[src/rtl/flash_dspi_responder_pkg.sv]
// flash_dspi_responder_pkg: shared constants for the dual I/O fast-read protocol
package flash_dspi_responder_pkg;
   localparam logic [7:0] CMD_RD_DIO = 8'hBB;
   localparam logic [1:0] CONT_MATCH = 2'b10;
   localparam int CONT_HI = 5;
   localparam int CONT_LO = 4;
   localparam logic [5:0] CYC_ADDR = 6'd8;
   localparam logic [5:0] CYC_MODE = 6'd20;
   localparam logic [5:0] CYC_DATA = 6'd24;
   localparam logic [5:0] CYC_END = 6'd32;
   typedef enum logic [2:0] {ST_IDLE, ST_CMD, ST_ADDR, ST_MODE, ST_DATA, ST_IGNORE} state_t;
endpackage

[src/rtl/flash_dspi_responder_if.sv]
// flash_dspi_responder_if: flash pins plus memory read port seen by the responder
interface flash_dspi_responder_if;
   logic spi_cs;
   logic [1:0] io_in;
   logic [1:0] io_out;
   logic [1:0] io_oe;
   logic mem_rd;
   logic [21:0] mem_addr;
   logic [15:0] mem_data;
   logic cont_mode;
   logic cmd_err;
   modport slave (
      input spi_cs, io_in, mem_data,
      output io_out, io_oe, mem_rd, mem_addr, cont_mode, cmd_err
   );
   modport master (
      output spi_cs, io_in, mem_data,
      input io_out, io_oe, mem_rd, mem_addr, cont_mode, cmd_err
   );
endinterface

[src/rtl/flash_dspi_responder.sv]
// flash_dspi_responder: flash-side target for the dual I/O fast read (0xBB) with continuous mode
module flash_dspi_responder
   import flash_dspi_responder_pkg::*;
#(
   parameter logic [7:0] CMD = CMD_RD_DIO,
   parameter int READ_LAT = 2
) (
   input logic clk,
   input logic reset,
   flash_dspi_responder_if.slave bus
);
   state_t state, state_n, ph;
   logic [5:0] cyc, cyc_n;
   logic [20:0] sr, sr_n;
   logic [15:0] word, word_n, sh, sh_n, nw;
   logic [3:0] rd_pipe, rd_pipe_n;
   logic [1:0] io_out_n, io_oe_n;
   logic [21:0] mem_addr_n;
   logic [7:0] cmd_b;
   logic mem_rd_n, cont_n, cmd_err_n;
   logic act, cap, last_cmd, last_addr, last_mode, load, shifting;
   // decode the current phase and work out the next value of every register
   always_comb begin
      ph = (state == ST_IDLE) ? ((cyc == CYC_ADDR) ? ST_ADDR : ST_CMD) : state;
      act = !bus.spi_cs && ph != ST_IGNORE;
      cmd_b = {sr[6:0], bus.io_in[0]};
      cap = |(rd_pipe & (4'd1 << (READ_LAT - 1)));
      nw = cap ? bus.mem_data : word;
      last_cmd = act && ph == ST_CMD && cyc == CYC_ADDR - 6'd1;
      last_addr = act && ph == ST_ADDR && cyc == CYC_MODE - 6'd1;
      last_mode = act && ph == ST_MODE && cyc == CYC_DATA - 6'd1;
      load = last_mode || (act && ph == ST_DATA && cyc == CYC_END - 6'd1);
      shifting = act && ph == ST_DATA && !load;
      state_n = bus.spi_cs ? ST_IDLE :
                last_cmd ? ((cmd_b == CMD) ? ST_ADDR : ST_IGNORE) :
                last_addr ? ST_MODE :
                last_mode ? ST_DATA : ph;
      cont_n = last_mode ? (sr[CONT_HI-2:CONT_LO-2] == CONT_MATCH) :
               (bus.spi_cs && (state == ST_CMD || state == ST_ADDR || state == ST_MODE)) ? 1'b0 :
               bus.cont_mode;
      cyc_n = bus.spi_cs ? (cont_n ? CYC_ADDR : 6'd0) :
              (cyc == CYC_END - 6'd1) ? CYC_DATA : cyc + 6'd1;
      sr_n = !act ? sr : (ph == ST_CMD) ? {sr[19:0], bus.io_in[0]} : {sr[18:0], bus.io_in};
      word_n = nw;
      sh_n = load ? {nw[13:0], 2'b00} : {sh[13:0], 2'b00};
      rd_pipe_n = bus.spi_cs ? 4'd0 : {rd_pipe[2:0], bus.mem_rd};
      mem_rd_n = last_addr || load;
      mem_addr_n = last_addr ? {sr[20:0], bus.io_in[1]} : load ? bus.mem_addr + 22'd1 : bus.mem_addr;
      io_oe_n = (load || shifting) ? 2'b11 : 2'b00;
      io_out_n = load ? nw[15:14] : shifting ? sh[15:14] : 2'b00;
      cmd_err_n = last_cmd && cmd_b != CMD;
   end
   // register state and outputs; reset overrides any transfer in flight
   always_ff @(posedge clk) begin
      if (reset) begin
         state <= ST_IDLE;
         cyc <= 6'd0;
         sr <= '0;
         word <= '0;
         sh <= '0;
         rd_pipe <= '0;
         bus.io_out <= 2'b00;
         bus.io_oe <= 2'b00;
         bus.mem_rd <= 1'b0;
         bus.mem_addr <= '0;
         bus.cont_mode <= 1'b0;
         bus.cmd_err <= 1'b0;
      end else begin
         state <= state_n;
         cyc <= cyc_n;
         sr <= sr_n;
         word <= word_n;
         sh <= sh_n;
         rd_pipe <= rd_pipe_n;
         bus.io_out <= io_out_n;
         bus.io_oe <= io_oe_n;
         bus.mem_rd <= mem_rd_n;
         bus.mem_addr <= mem_addr_n;
         bus.cont_mode <= cont_n;
         bus.cmd_err <= cmd_err_n;
      end
   end
endmodule

[src/flat_wrapper.sv]
// flat-port wrapper written by rule: the top's interface ports become plain ports
module flash_dspi_responder_flat import flash_dspi_responder_pkg::*;
#(
   parameter logic [7:0] CMD = CMD_RD_DIO,
   parameter int READ_LAT = 2
)
  (clk, reset, bus_spi_cs, bus_io_in, bus_mem_data, bus_io_out, bus_io_oe, bus_mem_rd, bus_mem_addr, bus_cont_mode, bus_cmd_err);
  flash_dspi_responder_if bus_i ();
  input logic clk;
  input logic reset;
  input wire logic [$bits(bus_i.spi_cs)-1:0] bus_spi_cs;
  input wire logic [$bits(bus_i.io_in)-1:0] bus_io_in;
  input wire logic [$bits(bus_i.mem_data)-1:0] bus_mem_data;
  output wire logic [$bits(bus_i.io_out)-1:0] bus_io_out;
  output wire logic [$bits(bus_i.io_oe)-1:0] bus_io_oe;
  output wire logic [$bits(bus_i.mem_rd)-1:0] bus_mem_rd;
  output wire logic [$bits(bus_i.mem_addr)-1:0] bus_mem_addr;
  output wire logic [$bits(bus_i.cont_mode)-1:0] bus_cont_mode;
  output wire logic [$bits(bus_i.cmd_err)-1:0] bus_cmd_err;
  assign bus_i.spi_cs = bus_spi_cs;
  assign bus_i.io_in = bus_io_in;
  assign bus_i.mem_data = bus_mem_data;
  assign bus_io_out = bus_i.io_out;
  assign bus_io_oe = bus_i.io_oe;
  assign bus_mem_rd = bus_i.mem_rd;
  assign bus_mem_addr = bus_i.mem_addr;
  assign bus_cont_mode = bus_i.cont_mode;
  assign bus_cmd_err = bus_i.cmd_err;
  flash_dspi_responder #(.CMD(CMD), .READ_LAT(READ_LAT)) u_core (.clk(clk), .reset(reset), .bus(bus_i));
endmodule
[config.mk]
export PLATFORM = sky130hd
export DESIGN_NAME = flash_dspi_responder_flat
export DESIGN_NICKNAME = d
export VERILOG_FILES = /design/src/rtl/flash_dspi_responder_pkg.sv /design/src/rtl/flash_dspi_responder_if.sv /design/src/rtl/flash_dspi_responder.sv /design/src/flat_wrapper.sv
export SDC_FILE = /design/constraint.sdc
export NUM_CORES = 1
export LEC_CHECK = 0
export ABC_AREA = 0
export CORE_MARGIN = 2
export CORE_UTILIZATION = 24
export DETAILED_ROUTE_END_ITERATION = 6
export SYNTH_ARGS = -nofsm -noshare
export SYNTH_HDL_FRONTEND = slang
export SYNTH_SLANG_ARGS = --single-unit
[constraint.sdc]
create_clock -name clk -period 3.3 [get_ports clk]
set_input_delay 0.66 -clock clk [delete_from_list [all_inputs] [get_ports clk]]
set_output_delay 0.66 -clock clk [all_outputs]
set_load 0.02 [all_outputs]
==> metrics.cfg, run 1 <==
[outcome]
outcome=finished, final reports clean

[worst_setup_path]
crit_family=buffers and inverters
path_max_fanout=18
cp-start-kind=input port
worstPathArrival_ps=2950
cpPeakStageDelay_ps=910
ff2ff_setup_slack_ps=700
required_ps=3580
slowest_stage=nor2_1
r2r_cells=6
cp-end-kind=register
worstReg2RegEnd=u_core.bus.mem_addr[3]
path_cells=clkdlybuf4s50_1 -> inv_1 -> o211a_1 -> nor2_1 -> buf_4 -> o21ai_0 -> a21oi_1
cp_num_buf_inv=3
timing.rr.start=u_core.state[0]
critPathKind=in -> reg

[floorplan]
die-area_mm2=0.0179
die_x_um=134
io_pins=50
core_area_mm2=0.0165
num_rows=47
die_y_um=134
start_util_pct=24.4

[timing]
finalCriticalPeriod_ps=2670
fin_crit_sh_pct=81.0
worst_pin_slew_ps=1190
maxSlewHeadroom_pct=20.1
setup_tns_ps=0
setup_viol=0
clock_skew_ps=6.51
hold_viol_final=0
drv_slew=0
fmax_mhz=374
rsz0062_at_grt=no

[power]
pwr_density_cell_mw_per_mm2=459
ir_worst_vdd_v=0.000361
leakagePower_nw=1.80

[drt]
totalWireLength_mm=10.1
via_per_inst=4.88
wl_per_cell_um=14.1
drc=0
drt_iter0_markers=241
first_pass_iters=4
vias=3496
detail-route-antenna-nets=0

[clocking]
numCtsBuffers=9
clk_pin_slew_ps=60
root_buffer=clkbuf_16
cts_setup_buffers=0
numClockSinks=90
clk_path_buf_depth=2
insertion_delay_ps=350
hold_buffers=0
cts_resized=0
cts_tree=built
cts_htree_levels=3

[placement]
globalplace.congestion=0.811
io_buffers=49
post-place-cells=701
placed_area_mm2=0.00474
dp_hpwl_mm=6.91

[grt]
grt_usage_pct=11.6
grt_max_degree=44
grt_pass1_wl_mm=16.7
grt_antenna_before_repair=0
grt-ovfl-total=0
grt_pass1_vias=3341

[final_layout]
stdcell_area_mm2=0.00506
seq_area_mm2=0.00180
drive_gt1_share_pct=7.85
fin_util_pct=30.6
syn2layout_area_growth_pct=25.2
n_antenna_cell=0
final_cells=717
finish.net_count=516
multiInputGateArea_mm2=0.00206
fill_cells=1719

[worst_hold_path]
min_to=u_core.rd_pipe[1]
min-delay-start=u_core.rd_pipe[0]
hold_path_class=reg -> reg
worstHoldPathCells=1

[job]
cap_violations=0

[logic_synthesis]
synth_cells=455
ys_seq_area_share_pct=44.6
synth.distinct_cells=51
ys_ff_latch=90
syn_nets=479
syn_area_per_cell_um2=8.88
syn-cell-area_mm2=0.00404
yosys_warnings=0

[metrics by stage]
stage | setup slack, ps | total power, mW | hold slack [ps]
after floorplan | 1300 | 1.20 | 406
after CTS | 657 | 2.36 | 431
after global routing | 497 | 2.41 | 468
final | 626 | 2.32 | 430
after global placement | 375 | 1.24 | 418
after detailed placement | 281 | 1.25 | 412
[flip-flops by register name (all words and copies together) (netlist names)]
name / flops
u_core.bus.io_out: 2
u_core.bus.mem_addr: 22
u_core.bus.cont_mode: 1
u_core.sh: 14
u_core.bus.mem_rd: 1
u_core.bus.cmd_err: 1
u_core.state: 3
u_core.sr: 21
u_core.bus.io_oe: 1
u_core.cyc: 6
u_core.rd_pipe: 2
u_core.word: 16
[area by class of cell]
class	instances	share of cell area (%)
clock buffers	11	4.80
clock inverters	5	1.53
inverters	12	0.890
multi-input cells	320	40.6
flip-flops and latches	90	35.6
well taps	220	5.44
repair buffers	59	11.1
[cells by family (layout without fill, tap and decap cells)]
logic type | Yosys count | count (layout) | synth area share, %
buffers and inverters | 45 | 87 | 4.77
AO/OA/AOI/OAI | 110 | 110 | 18.1
adder cells (fa/ha/maj) | 3 | 3 | 0.929
XOR/XNOR | 1 | 1 | 0.217
multiplexers | 40 | 40 | 9.94
flip-flops | 90 | 90 | 44.6
AND/OR/NAND/NOR | 166 | 166 | 21.4
[routing by layer]
metal	global-route usage [%]	wire, um	vias up
met1	14.8	4710	1641
met4	4.55	120	0
met5	0	0	-
met3	3.96	606	10
li1	-	-	1743
met2	18.1	4650	102
[cells in the final DEF (no fill, tap or decap), types with 6 or more instances in the layout]
| master | Yosys | routed |
|---|---|---|
| dfxtp_1 | 90 | 90 |
| nor2_1 | 76 | 76 |
| clkdlybuf4s50_1 | 0 | 48 |
| mux2i_1 | 39 | 39 |
| a211oi_1 | 33 | 33 |
| a21oi_1 | 23 | 23 |
| nand2_1 | 19 | 19 |
| o21ai_0 | 16 | 16 |
| a31oi_1 | 15 | 14 |
| inv_1 | 12 | 12 |
| nand3_1 | 12 | 12 |
| buf_4 | 2 | 10 |
| clkbuf_16 | 0 | 9 |
| nor3_1 | 9 | 8 |
| nand4_1 | 8 | 8 |
| and3_1 | 6 | 6 |
| nand4b_1 | 6 | 6 |
[worst max-delay path by stage]
stage	start	endpoint	slack, ps	cells past startpoint
floorplan	bus_spi_cs	u_core.bus.mem_addr[19]	1300	6
global placement	bus_spi_cs	u_core.bus.mem_addr[3]	370	7
detailed placement	bus_spi_cs	u_core.bus.mem_addr[3]	280	7
CTS	bus_spi_cs	u_core.bus.mem_addr[3]	660	7
global route	bus_spi_cs	u_core.bus.mem_addr[2]	500	7
finish	bus_spi_cs	u_core.bus.mem_addr[3]	630	7
[worst register-to-register path, cell delays in order, from the launching register on]
cell      delay (ps)
dfxtp_1          580
and4bb_2         310
o211a_1          220
nor2_1           910
buf_4            260
o21ai_0           90
a21oi_1          160
[where the power goes]
group,switching (mW),total (mW),internal (mW)
logic,0.0478,0.0927,0.0449
registers,0.0230,1.13,1.10
clock network,0.421,1.10,0.681
total,0.491,2.32,1.83
[cell usage after synthesis (all sizes together)]
cell type  count  area, um2
o21bai         2       15.0
o311ai         1       8.76
nand2         20       77.6
inv           12       45.0
nor3          10       55.1
nand3         12       60.1
and2           4       25.0
nor2b          1       6.26
a41oi          2       17.5
nand4          8       50.1
nand4b         6       52.6
mux2i         39        390
and4b          1       10.0
or4            2       15.0
a311o          1       10.0
and4bb         2       25.0
nor2          76        285
o311a          1       10.0
o31ai          1       7.51
xnor2          1       8.76
a211oi        33        248
o21ai         16       80.1
nor4           4       61.3
a22oi          4       30.0
o41ai          1       8.76
or2            3       18.8
a31oi         15       93.8
a32oi          4       35.0
o211a          2       20.0
ha             3       37.5
clkbuf        19       73.8
and4           4       35.0
and3           6       37.5
or3            5       36.3
buf           14       73.8
dfxtp         90       1800
a21boi         1       7.51
a311oi         1       8.76
o211ai         2       15.0
nand3b         2       15.0
mux2           1       11.3
a21oi         23        115
(Power assumes the default switching activity.)
==> run 2: changes to the inputs <==
clock period = 2.25 ns   (was 3.3 ns; I/O delays follow)
==> run 2 against run 1 <==
Net effect: final cell count rose by 2.1%; clock-buffer cell count is the same; sequential cell count is the same; largest cell class unchanged.
==> metrics.cfg, run 2 (synthesis results as in run 1) <==
[placement]
io_buffers=49  ; unchanged
globalplace.congestion=0.835  ; +2.9%
place_ws_ps=-11.8  ; -293 ps
post-place-cells=716  ; +2.1%
dp_hpwl_mm=7.10  ; +2.8%
placed_area_mm2=0.00490  ; +3.4%

[floorplan]
start_util_pct=24.4  ; unchanged
core_area_mm2=0.0165  ; unchanged
io_pins=50  ; unchanged
die_y_um=134  ; unchanged
die_x_um=134  ; unchanged
num_rows=47  ; unchanged
die-area_mm2=0.0179  ; unchanged

[grt]
grt_usage_pct=11.8  ; +0.19 points
grt_pass1_vias=3473  ; +4.0%
grt-ovfl-total=0  ; unchanged
grt_pass1_wl_mm=17.3  ; +3.9%
grt_antenna_before_repair=0  ; unchanged
grt_max_degree=42  ; -4.5%

[drt]
first_pass_iters=4  ; unchanged
vias=3508  ; +0.34%
drc=0  ; unchanged
drt_iter0_markers=227  ; -5.8%
wl_per_cell_um=13.7  ; -2.4%
via_per_inst=4.79  ; -1.7%
totalWireLength_mm=10.1  ; -0.31%
detail-route-antenna-nets=0  ; unchanged

[timing]
setup_tns_ps=0  ; unchanged
rsz0062_at_grt=no
drv_slew=0  ; unchanged
clock_skew_ps=10.6  ; +4.08 ps
maxSlewHeadroom_pct=44.4  ; +24 points
fmax_mhz=513
finalCriticalPeriod_ps=1950
fin_crit_sh_pct=86.6
hold_viol_final=0  ; unchanged
setup_viol=0  ; unchanged
fin_ws_ps=302  ; -323 ps
worst_pin_slew_ps=824  ; -370 ps
timing.hold.ws_ps=427  ; -3.31 ps

[outcome]
outcome=finished, final reports clean

[final_layout]
n_antenna_cell=0  ; unchanged
drive_gt1_share_pct=10.7  ; +2.9 points
top_regs=u_core.bus.mem_addr x22, u_core.sr x21, u_core.word x16
final_common_cell=dfxtp_1
finish.net_count=531  ; +2.9%
syn2layout_area_growth_pct=29.2
fin_util_pct=31.6  ; +0.95 points
largest_reg_flops=22  ; unchanged
regMostFlops=u_core.bus.mem_addr
stdcell_area_mm2=0.00522  ; +3.1%
final_cells=732  ; +2.1%
mostFrequentLayoutCells=dfxtp_1, nor2_1, clkdlybuf4s50_1

[power]
ir_worst_vdd_v=0.000420  ; +16%
finalPower_mw=3.36  ; +45%
leakagePower_nw=1.89  ; +5.1%
pwr_density_cell_mw_per_mm2=644  ; +40%

[clocking]
insertion_delay_ps=340  ; about the same
hold_buffers=0  ; unchanged
clk_pin_slew_ps=70  ; about the same
cts_setup_buffers=0  ; unchanged
cts_resized=0  ; unchanged
root_buffer=clkbuf_16
clk_path_buf_depth=2  ; unchanged
numClockSinks=90  ; unchanged
numCtsBuffers=9  ; unchanged
cts_tree=built
cts_htree_levels=3  ; unchanged

[worst_setup_path]
path_max_fanout=9  ; -9
crit_family=buffers and inverters
ff2ff_setup_slack_ps=350  ; -350 ps
worstPathArrival_ps=1500  ; -1450 ps
cp-start-kind=register
required_ps=1800  ; -1780 ps
cpPeakStageDelay_ps=670  ; -240 ps
slowest_stage=clkdlybuf4s50_1
cp-end-kind=output port
cp_num_buf_inv=1  ; -2
path_cells=clkdlybuf4s50_1
critPathKind=reg -> out

[job]
cap_violations=0  ; unchanged

[worst_hold_path]
hold_path_class=reg -> reg

## run 2: changes by cell type in the layout (fill, tap and decap cells not counted)
cell / delta
buf_12: +4
buf_4: +11
bufinv_16: -1
clkbuf_1: -1
clkbuf_8: +1
clkinv_2: -2
clkinv_4: +2
clkinvlp_4: +1
## run 2: power breakdown
group | internal [mW] | leakage [nW] | switching, mW
Clock | 0.925 | 0.148 | 0.636
Combinational | 0.0730 | 1.02 | 0.0739
Sequential | 1.62 | 0.730 | 0.0319
Total | 2.62 | 1.89 | 0.742
## run 2: layout make-up
class	instances	area (um2)
fill	1699	11300
multi-input combinational	320	2060
inverter	12	45.0
clock buffer	11	253
clock inverter	5	62.6
tap	220	275
timing repair buffer	74	723
sequential	90	1800
## run 2: path summary, 6_finish.rpt
kind	startpoint	end	cells past startpoint
hold / removal	u_core.rd_pipe[0]	u_core.rd_pipe[1]	1
setup / recovery	u_core.bus.mem_addr[7]	bus_mem_addr[7]	1
hold reg to reg	u_core.rd_pipe[0]	u_core.rd_pipe[1]	1
setup reg to reg	u_core.cyc[0]	u_core.bus.mem_addr[17]	6
## run 2: layer usage
metal	part of all wire, %	track usage [%]	wire length [um]
met5	0	0	0
met4	1.2	4.37	124
met3	4.5	2.66	450
met2	47	18.9	4760
met1	47	15.6	4720
==> run 3: changes to the inputs <==
SKIP_CTS_REPAIR_TIMING = 1   (was not set)
==> results of run 3 <==
The final DEF is identical to that of run 2; final timing and power are the same.
